### src/rtl/switch_debounce.sv
// switch_debounce: per-bit synchroniser and stability-counter debouncer
// with registered rise/fall pulses and a sticky, CPU-clearable change flag.
module switch_debounce #(
    parameter int WIDTH         = 4,
    parameter int STABLE_CYCLES = 500000
) (
    input  logic             clk,
    input  logic             rst,
    input  logic [WIDTH-1:0] sw_i,
    input  logic             clr_i,
    output logic [WIDTH-1:0] sw_o,
    output logic [WIDTH-1:0] rise_o,
    output logic [WIDTH-1:0] fall_o,
    output logic [WIDTH-1:0] event_o
);

    localparam int CW = (STABLE_CYCLES > 1) ? $clog2(STABLE_CYCLES) : 1;
    localparam logic [CW-1:0] LAST = CW'(STABLE_CYCLES - 1);

    logic [WIDTH-1:0] sync1;
    logic [WIDTH-1:0] sync2;
    logic [CW-1:0]    cnt [WIDTH];
    logic [WIDTH-1:0] flip;

    // Two-flop synchroniser; only sync2 is trusted downstream.
    always_ff @(posedge clk) begin
        if (rst) begin
            sync1 <= '0;
            sync2 <= '0;
        end else begin
            sync1 <= sw_i;
            sync2 <= sync1;
        end
    end

    // A bit flips once it has disagreed with the level for the full window.
    always_comb begin
        flip = '0;
        for (int i = 0; i < WIDTH; i++) begin
            flip[i] = (sync2[i] != sw_o[i]) && (cnt[i] == LAST);
        end
    end

    // Stability counters: any agreement restarts the window; never wraps.
    always_ff @(posedge clk) begin
        if (rst) begin
            for (int i = 0; i < WIDTH; i++) begin
                cnt[i] <= '0;
            end
        end else begin
            for (int i = 0; i < WIDTH; i++) begin
                if (sync2[i] == sw_o[i] || cnt[i] == LAST) begin
                    cnt[i] <= '0;
                end else begin
                    cnt[i] <= cnt[i] + CW'(1);
                end
            end
        end
    end

    // Debounced level, edge pulses and sticky flags; a set beats a clear.
    always_ff @(posedge clk) begin
        if (rst) begin
            sw_o    <= '0;
            rise_o  <= '0;
            fall_o  <= '0;
            event_o <= '0;
        end else begin
            sw_o    <= sw_o ^ flip;
            rise_o  <= flip & sync2;
            fall_o  <= flip & ~sync2;
            event_o <= (clr_i ? '0 : event_o) | flip;
        end
    end

endmodule

### config.mk
export PLATFORM = sky130hd
export DESIGN_NAME = switch_debounce
export DESIGN_NICKNAME = d
export VERILOG_FILES = /design/src/rtl/switch_debounce.sv
export SDC_FILE = /design/constraint.sdc
export NUM_CORES = 1
export LEC_CHECK = 0
export CORE_MARGIN = 3
export CORE_UTILIZATION = 40
export CTS_CLUSTER_SIZE = 14
export DETAILED_ROUTE_END_ITERATION = 16
export PLACE_DENSITY = 0.62
export SYNTH_ARGS = -nofsm -noshare
export SYNTH_HDL_FRONTEND = slang
export SYNTH_SLANG_ARGS = --single-unit
### constraint.sdc
create_clock -name clk -period 3.1 [get_ports clk]
set_input_delay 0.62 -clock clk [delete_from_list [all_inputs] [get_ports clk]]
set_output_delay 0.62 -clock clk [all_outputs]
set_load 0.1 [all_outputs]
# Word-level counts from Yosys, hierarchy flattened
# Memories as Yosys holds them, arrays and structs flattened.
# Cells that the tools add are included.
# op_classes
add_sub_neg	4
eq_ne	12
n_mux	35
bitwise_logic	13
n_reduce_logical	8
# ops
cell	count
$mux 19	8
$add 19x1->19 const B	4
$eq 19x19->1 const B	4
$mux 1	26
$and 4x4->4	2
$or 1x1->1	8
$eq 1x1->1	4
$logic_and 1x1->1	4
$logic_or 1x1->1	4
$mux 4	1
$ne 1x1->1	4
$not 4->4	1
$or 4x4->4	1
$xor 4x4->4	1
# totals
reg_bits	24
mem_bits_rw	76
out_inout_bits	16
elab_cells	79
memories	1
# mem_list
memory	words	word_bits	rd	rd_clocked_by_memory_dff	wr	line	text
cnt	4	19	4	0	4	22	logic [CW-1:0] cnt [WIDTH];

# Longest topological paths before layout
# Gate-level depths: netlist of run 1.
# depth
word_depth	7
depth_mapped	8

# Least setup slack after synthesis of run 1
# No wires, ideal clock.
# synth_timing
path_kind	register to register
from	memory cnt[3][9] (netlist name)
to	memory cnt[3][8] (netlist name), data pin
setup_ns	0.254
t_arrival_ns	1.975
required_ns	2.846
slack_ns	0.871
stages_incl_launch_ff	7
n_path_buf	2
cell_sequence	edfxtp_1 or4_1 or4b_1 buf_2 o21ai_4 buf_4 nor2_1
# synth_rtl
item	line
from (decl)	22

==> qor.txt, run 1 <==
Status - finished, final reports clean
Worst-Skew Late Latency - 340 ps
Max cap viols - 0
Die area - 13800 um2
Synthesized flop and latch total - 100
Crit path max fanout - 17
CTS sink count - 100
Sequential share of the synthesized area - 0.554
Non-filler cells, final - 752
Worst rel slew slack - 0.213
Total power - 2.85 mW
Arrival time worst endpoint - 2560 ps
Final Core Density - 0.490
Post-cts resize count - 0
Post-synthesis cell area - 4980 um2
Drt total wl - 9430 um
Final net count - 590
Area after DPL - 5620 um2
Syn Area/Cell - 10.3 um2
Power Dens Cells - 479 nW/um2
Final min period - 2520 ps
HP Class - reg2reg
Final setup TNS - 0 ps
CP Launch Point - cnt[1][5]
WL per Instance - 12.5 um
IO buf count - 22
Clock-pin slew on the worst setup and hold paths - 70 ps
Syn Inst Count - 483
Total I/O pin count - 23
# hold bufs at CTS - 0
Hold Vio Cnt, Final - 0
Detail Placement HPWL - 6910 um
Launching point of the worst reg2reg path - cnt[1][5]
Clk buf depth - 2
Synth Flop Type - edfxtp_1
Fmax - 397 MHz
Initial antenna violation count - 0
Worst-Margin Slew - 1180 ps
Netlist cell types - 41
Hold Slack - 440 ps
Routability-driven placement congestion ratio - 0.785
Global-route wire length before repair - 16700 um
Die Wd - 118 um
Vias - 3688
Warnings, synthesis - 0
DP Worst Slack - 550 ps
H-Tree Depth - 3
Chip Height - 118 um
Post-placement cell count - 736
Worst Path Required - 3150 ps
Root Buffer - clkbuf_16
RSZ-0062 raised after global routing - false
Worst Setup Path Type - reg2reg
Vias per inst - 4.90
Maximum vdd ir drop - 0.219 mV
Overall Global Routing Usage - 0.146
Fraction of registers with async set/reset - 0
Startpoint types - flop
Initial Util - 0.412
Layout cells sized above 1 - 0.0668
GRT overflow - 0
Diodes inserted - 0
Setup ws final - 584 ps
CTS buffer count - 9
Final setup viols - 0
DR pass1 iterations - 4
Pleak - 1.99 nW
DRC violation count after routing - 0
Critical path capture point - cnt[1][7]
Post-route ant nets - 0
Core Footprint - 12100 um2
Largest net degree at the start of global routing - 18
CTS tree - yes
Row cnt - 40
Initial DRC count - 226
Crit path capture type - flop
Final period util - 0.812
Post-synth EDFFs - 76
Slew Limit Fails - 0
Post-route cell area - 5940 um2
Flop-to-flop setup slack - 580 ps
Worst R2R End - cnt[1][7]
R2R cell count - 4
Clk_skew - 7.48 ps
Total setup buffers inserted after CTS - 0
Vias in the first global route - 3554
Synth-to-layout area growth - 19.2%
-- registers in the layout (all words and copies together), names as in the netlist, named ones only --
register  count
sync1         4
rise_o        4
sync2         4
fall_o        4
event_o       4
cnt          76
-- worst max-delay path, cell delays in order (launching register included) --
cell and delay [ps]:
edfxtp_1 480, nor4b_1 470, nand4b_1 190, o21bai_1 940
nor2_1 130
-- power by group --
group | total (mW) | internal (mW) | switching (mW)
registers | 1.54 | 1.49 | 0.0524
clock network | 1.20 | 0.714 | 0.483
logic | 0.110 | 0.0458 | 0.0640
-- worst min path at each step --
stage | startpoint | depth (start not counted) | endpoint
final | sync1[0] | 1 | sync2[0]
after global routing | sync1[2] | 1 | sync2[2]
after CTS | sync1[0] | 1 | sync2[0]
after detailed placement | sync1[0] | 1 | sync2[0]
after global placement | sync1[0] | 1 | sync2[0]
after floorplan | sync1[0] | 1 | sync2[0]
-- cell usage in the layout, fill, tap and decap left out, drive strengths merged, types with 14 or more instances in the layout --
cell type / netlist / routed
xnor2: 31 / 31
nor4: 20 / 20
buf: 2 / 19
or3: 18 / 18
o21ai: 17 / 17
conb: 1 / 76
edfxtp: 76 / 76
a21oi: 23 / 23
nand3: 27 / 27
nand2: 32 / 32
nor2: 67 / 67
nand4: 18 / 18
dfxtp: 24 / 24
inv: 14 / 14
xor2: 20 / 20
-- layout make-up --
cell class / instances / area (um2)
sequential: 100 / 2760
clock buffer: 12 / 278
multi-input combinational: 429 / 2390
fill: 1185 / 6170
timing repair buffer: 25 / 203
clock inverter: 4 / 43.8
inverter: 14 / 52.6
tap: 168 / 210
-- kinds of logic after synthesis --
family / after synthesis / share of synthesized area
AND/OR/NAND/NOR: 242 / 0.255
flip-flops: 100 / 0.554
AO/OA/AOI/OAI: 56 / 0.0673
XOR/XNOR: 51 / 0.0896
buffers and inverters: 29 / 0.0228
adder cells (fa/ha/maj): 4 / 0.0100
other: 1 / 0.000752
-- routing by layer --
metal | vias to the layer above | track usage | wire length [um]
li1 | 1891 | - | -
met1 | 1732 | 0.200 | 4570
met2 | 50 | 0.229 | 4450
met3 | 15 | 0.0269 | 240
met4 | 0 | 0.0623 | 180
met5 | - | 0 | 0
-- synth_stat cells (2+ instances only) --
library cell / instances / area share
a21oi_1: 23 / 0.023
nor4_1: 20 / 0.025
a22o_1: 2 / 0.0035
or4_1: 12 / 0.018
nand4_1: 18 / 0.023
inv_1: 14 / 0.011
nor2_1: 67 / 0.050
o31ai_1: 9 / 0.014
xor2_1: 20 / 0.035
edfxtp_1: 76 / 0.46
a21o_1: 2 / 0.0030
nand2b_1: 6 / 0.0075
nor4b_1: 2 / 0.0035
dfxtp_1: 24 / 0.096
nand2_1: 32 / 0.024
nor3_1: 12 / 0.012
o21ai_0: 15 / 0.015
o21bai_1: 2 / 0.0030
xnor2_1: 31 / 0.054
or3_1: 18 / 0.023
ha_1: 4 / 0.010
nor2b_1: 10 / 0.013
and4_1: 6 / 0.011
and3_1: 3 / 0.0038
clkbuf_1: 13 / 0.0098
nand3_1: 27 / 0.027
(Power assumes the default switching activity.)
==> run 2: changes to the inputs <==
==> constraint.sdc (replaced) <==
create_clock -name clk -period 2.4 [get_ports clk]
set_input_delay 0.48 -clock clk [delete_from_list [all_inputs] [get_ports clk]]
set_output_delay 0.48 -clock clk [all_outputs]
set_load 0.1 [all_outputs]
==> run 2 against run 1 <==
Against the previous run:
- count of clock-buffer cells in the layout shrank 1
- non-clock buffer count rose by 10
- combinational power increased by 39%
- worst hold slack worse by 0.77 ps
- total power increased by 29%
- routed wire length fell by 1.2%
- largest cell class unchanged
- global-route usage is 0.28 points lower
- clock skew is 4.3 ps lower
- sequential share of layout area decreased by 0.58 points
- clock power increased by 28%
- core utilization up 0.62 points
==> qor.txt, run 2 (synthesis gave the netlist of run 1 again) <==
Row cnt - 40
Die area - 13800 um2
Max cap viols - 0
Area after DPL - 5710 um2
CP Cell Sequence - or4_1 > or4b_1 > o21ai_4 > buf_12 > a21oi_1
Post-route cell area - 6010 um2
# hold bufs at CTS - 0
Synth-to-layout area growth - 20.7%
Clock-pin slew on the worst setup and hold paths - 70 ps
Hold Slack - 439 ps
Startpoint types - flop
Global-route wire length before repair - 16300 um
Hold Vio Cnt, Final - 0
Clk buf depth - 2
Die Wd - 118 um
Vias per inst - 4.90
Crit path capture type - flop
Initial DRC count - 176
Vias - 3730
Clk_skew - 3.16 ps
Vias in the first global route - 3557
Final period util - 0.914
WL per Instance - 12.2 um
Total setup buffers inserted after CTS - 0
Initial antenna violation count - 0
Routability-driven placement congestion ratio - 0.847
Worst-Skew Late Latency - 340 ps
Final setup viols - 0
Overall Global Routing Usage - 0.143
Most frequent cells in the layout - edfxtp_1, conb_1, nor2_1, nand2_1, xnor2_1
Largest net degree at the start of global routing - 18
Core Footprint - 12100 um2
DR pass1 iterations - 4
Biggest register - cnt
Crit-path slowest cell - or4b_1
CTS buffer count - 9
Crit path max fanout - 17
Final setup TNS - 0 ps
Post-cts resize count - 0
Total I/O pin count - 23
Post-route ant nets - 0
Final min period - 2190 ps
Max incr delay on CP - 610 ps
Drt total wl - 9320 um
Power Dens Cells - 613 nW/um2
Slew Limit Fails - 0
HP Class - reg2reg
Layout cells sized above 1 - 0.0791
Max FFs per register - 76
Worst Setup Path Type - reg2reg
Pleak - 2.03 nW
GRT overflow - 0
Fmax - 456 MHz
Initial Util - 0.412
RSZ-0062 raised after global routing - false
Diodes inserted - 0
H-Tree Depth - 3
Maximum vdd ir drop - 0.254 mV
Worst Path Required - 2490 ps
Status - finished, final reports clean
CTS sink count - 100
DRC violation count after routing - 0
IO buf count - 22
Root Buffer - clkbuf_16
Final net count - 600
Arrival time worst endpoint - 2280 ps
Chip Height - 118 um
CTS tree - yes
Detail Placement HPWL - 6830 um
run 2: cell count changes in the layout (fill, tap and decap cells not counted), sizes merged:
cell and change:
clkbuf -1, bufinv +1, clkinvlp +1, buf +10
clkinv -1
run 2: final cells by class:
| cell class | count | area, um2 |
|---|---|---|
| clock buffer | 11 | 233 |
| sequential | 100 | 2760 |
| clock inverter | 5 | 76.3 |
| fill | 1160 | 6100 |
| multi-input combinational | 429 | 2390 |
| tap | 168 | 210 |
| inverter | 14 | 52.6 |
| timing repair buffer | 35 | 290 |
run 2: routing by layer:
layer,global-route usage,share of wire,up-vias
li1,-,-,1910
met1,0.186,0.48,1765
met2,0.236,0.47,43
met3,0.0279,0.027,12
met4,0.0593,0.018,0
met5,0,0,-
run 2: report_power, final:
group / switching [mW] / internal (mW) / total, mW
clock: 0.635 / 0.910 / 1.54
combinational: 0.0864 / 0.0666 / 0.153
sequential: 0.0652 / 1.92 / 1.99
run 2: stage by stage:
stage          utilization  total power [mW]  instances  setup WS (ps)
3_3_place_gp         0.471              2.17        746            266
6_report             0.497              3.68        762            207
5_1_grt              0.497              3.82        762           71.7
4_1_cts              0.497              3.71        762            213
2_1_floorplan            -              2.12        558            171
3_5_place_dp         0.471              2.17        746            221
run 2: path summary, 6_finish.rpt:
check | slack, ps | cells past startpoint | startpoint | end
hold / removal | 440 | 1 | sync1[0] | sync2[0]
hold reg to reg | 440 | 1 | sync1[0] | sync2[0]
setup reg to reg | 210 | 5 | cnt[3][7] | cnt[3][16]
setup / recovery | 210 | 5 | cnt[3][7] | cnt[3][16]
run 2: critical path: cells and delay by family (launching register included):
| family | cells | cell delay [ps] |
|---|---|---|
| flops | 1 | 430 |
| simple gates | 2 | 1100 |
| compound gates | 2 | 250 |
| buf+inv | 1 | 160 |
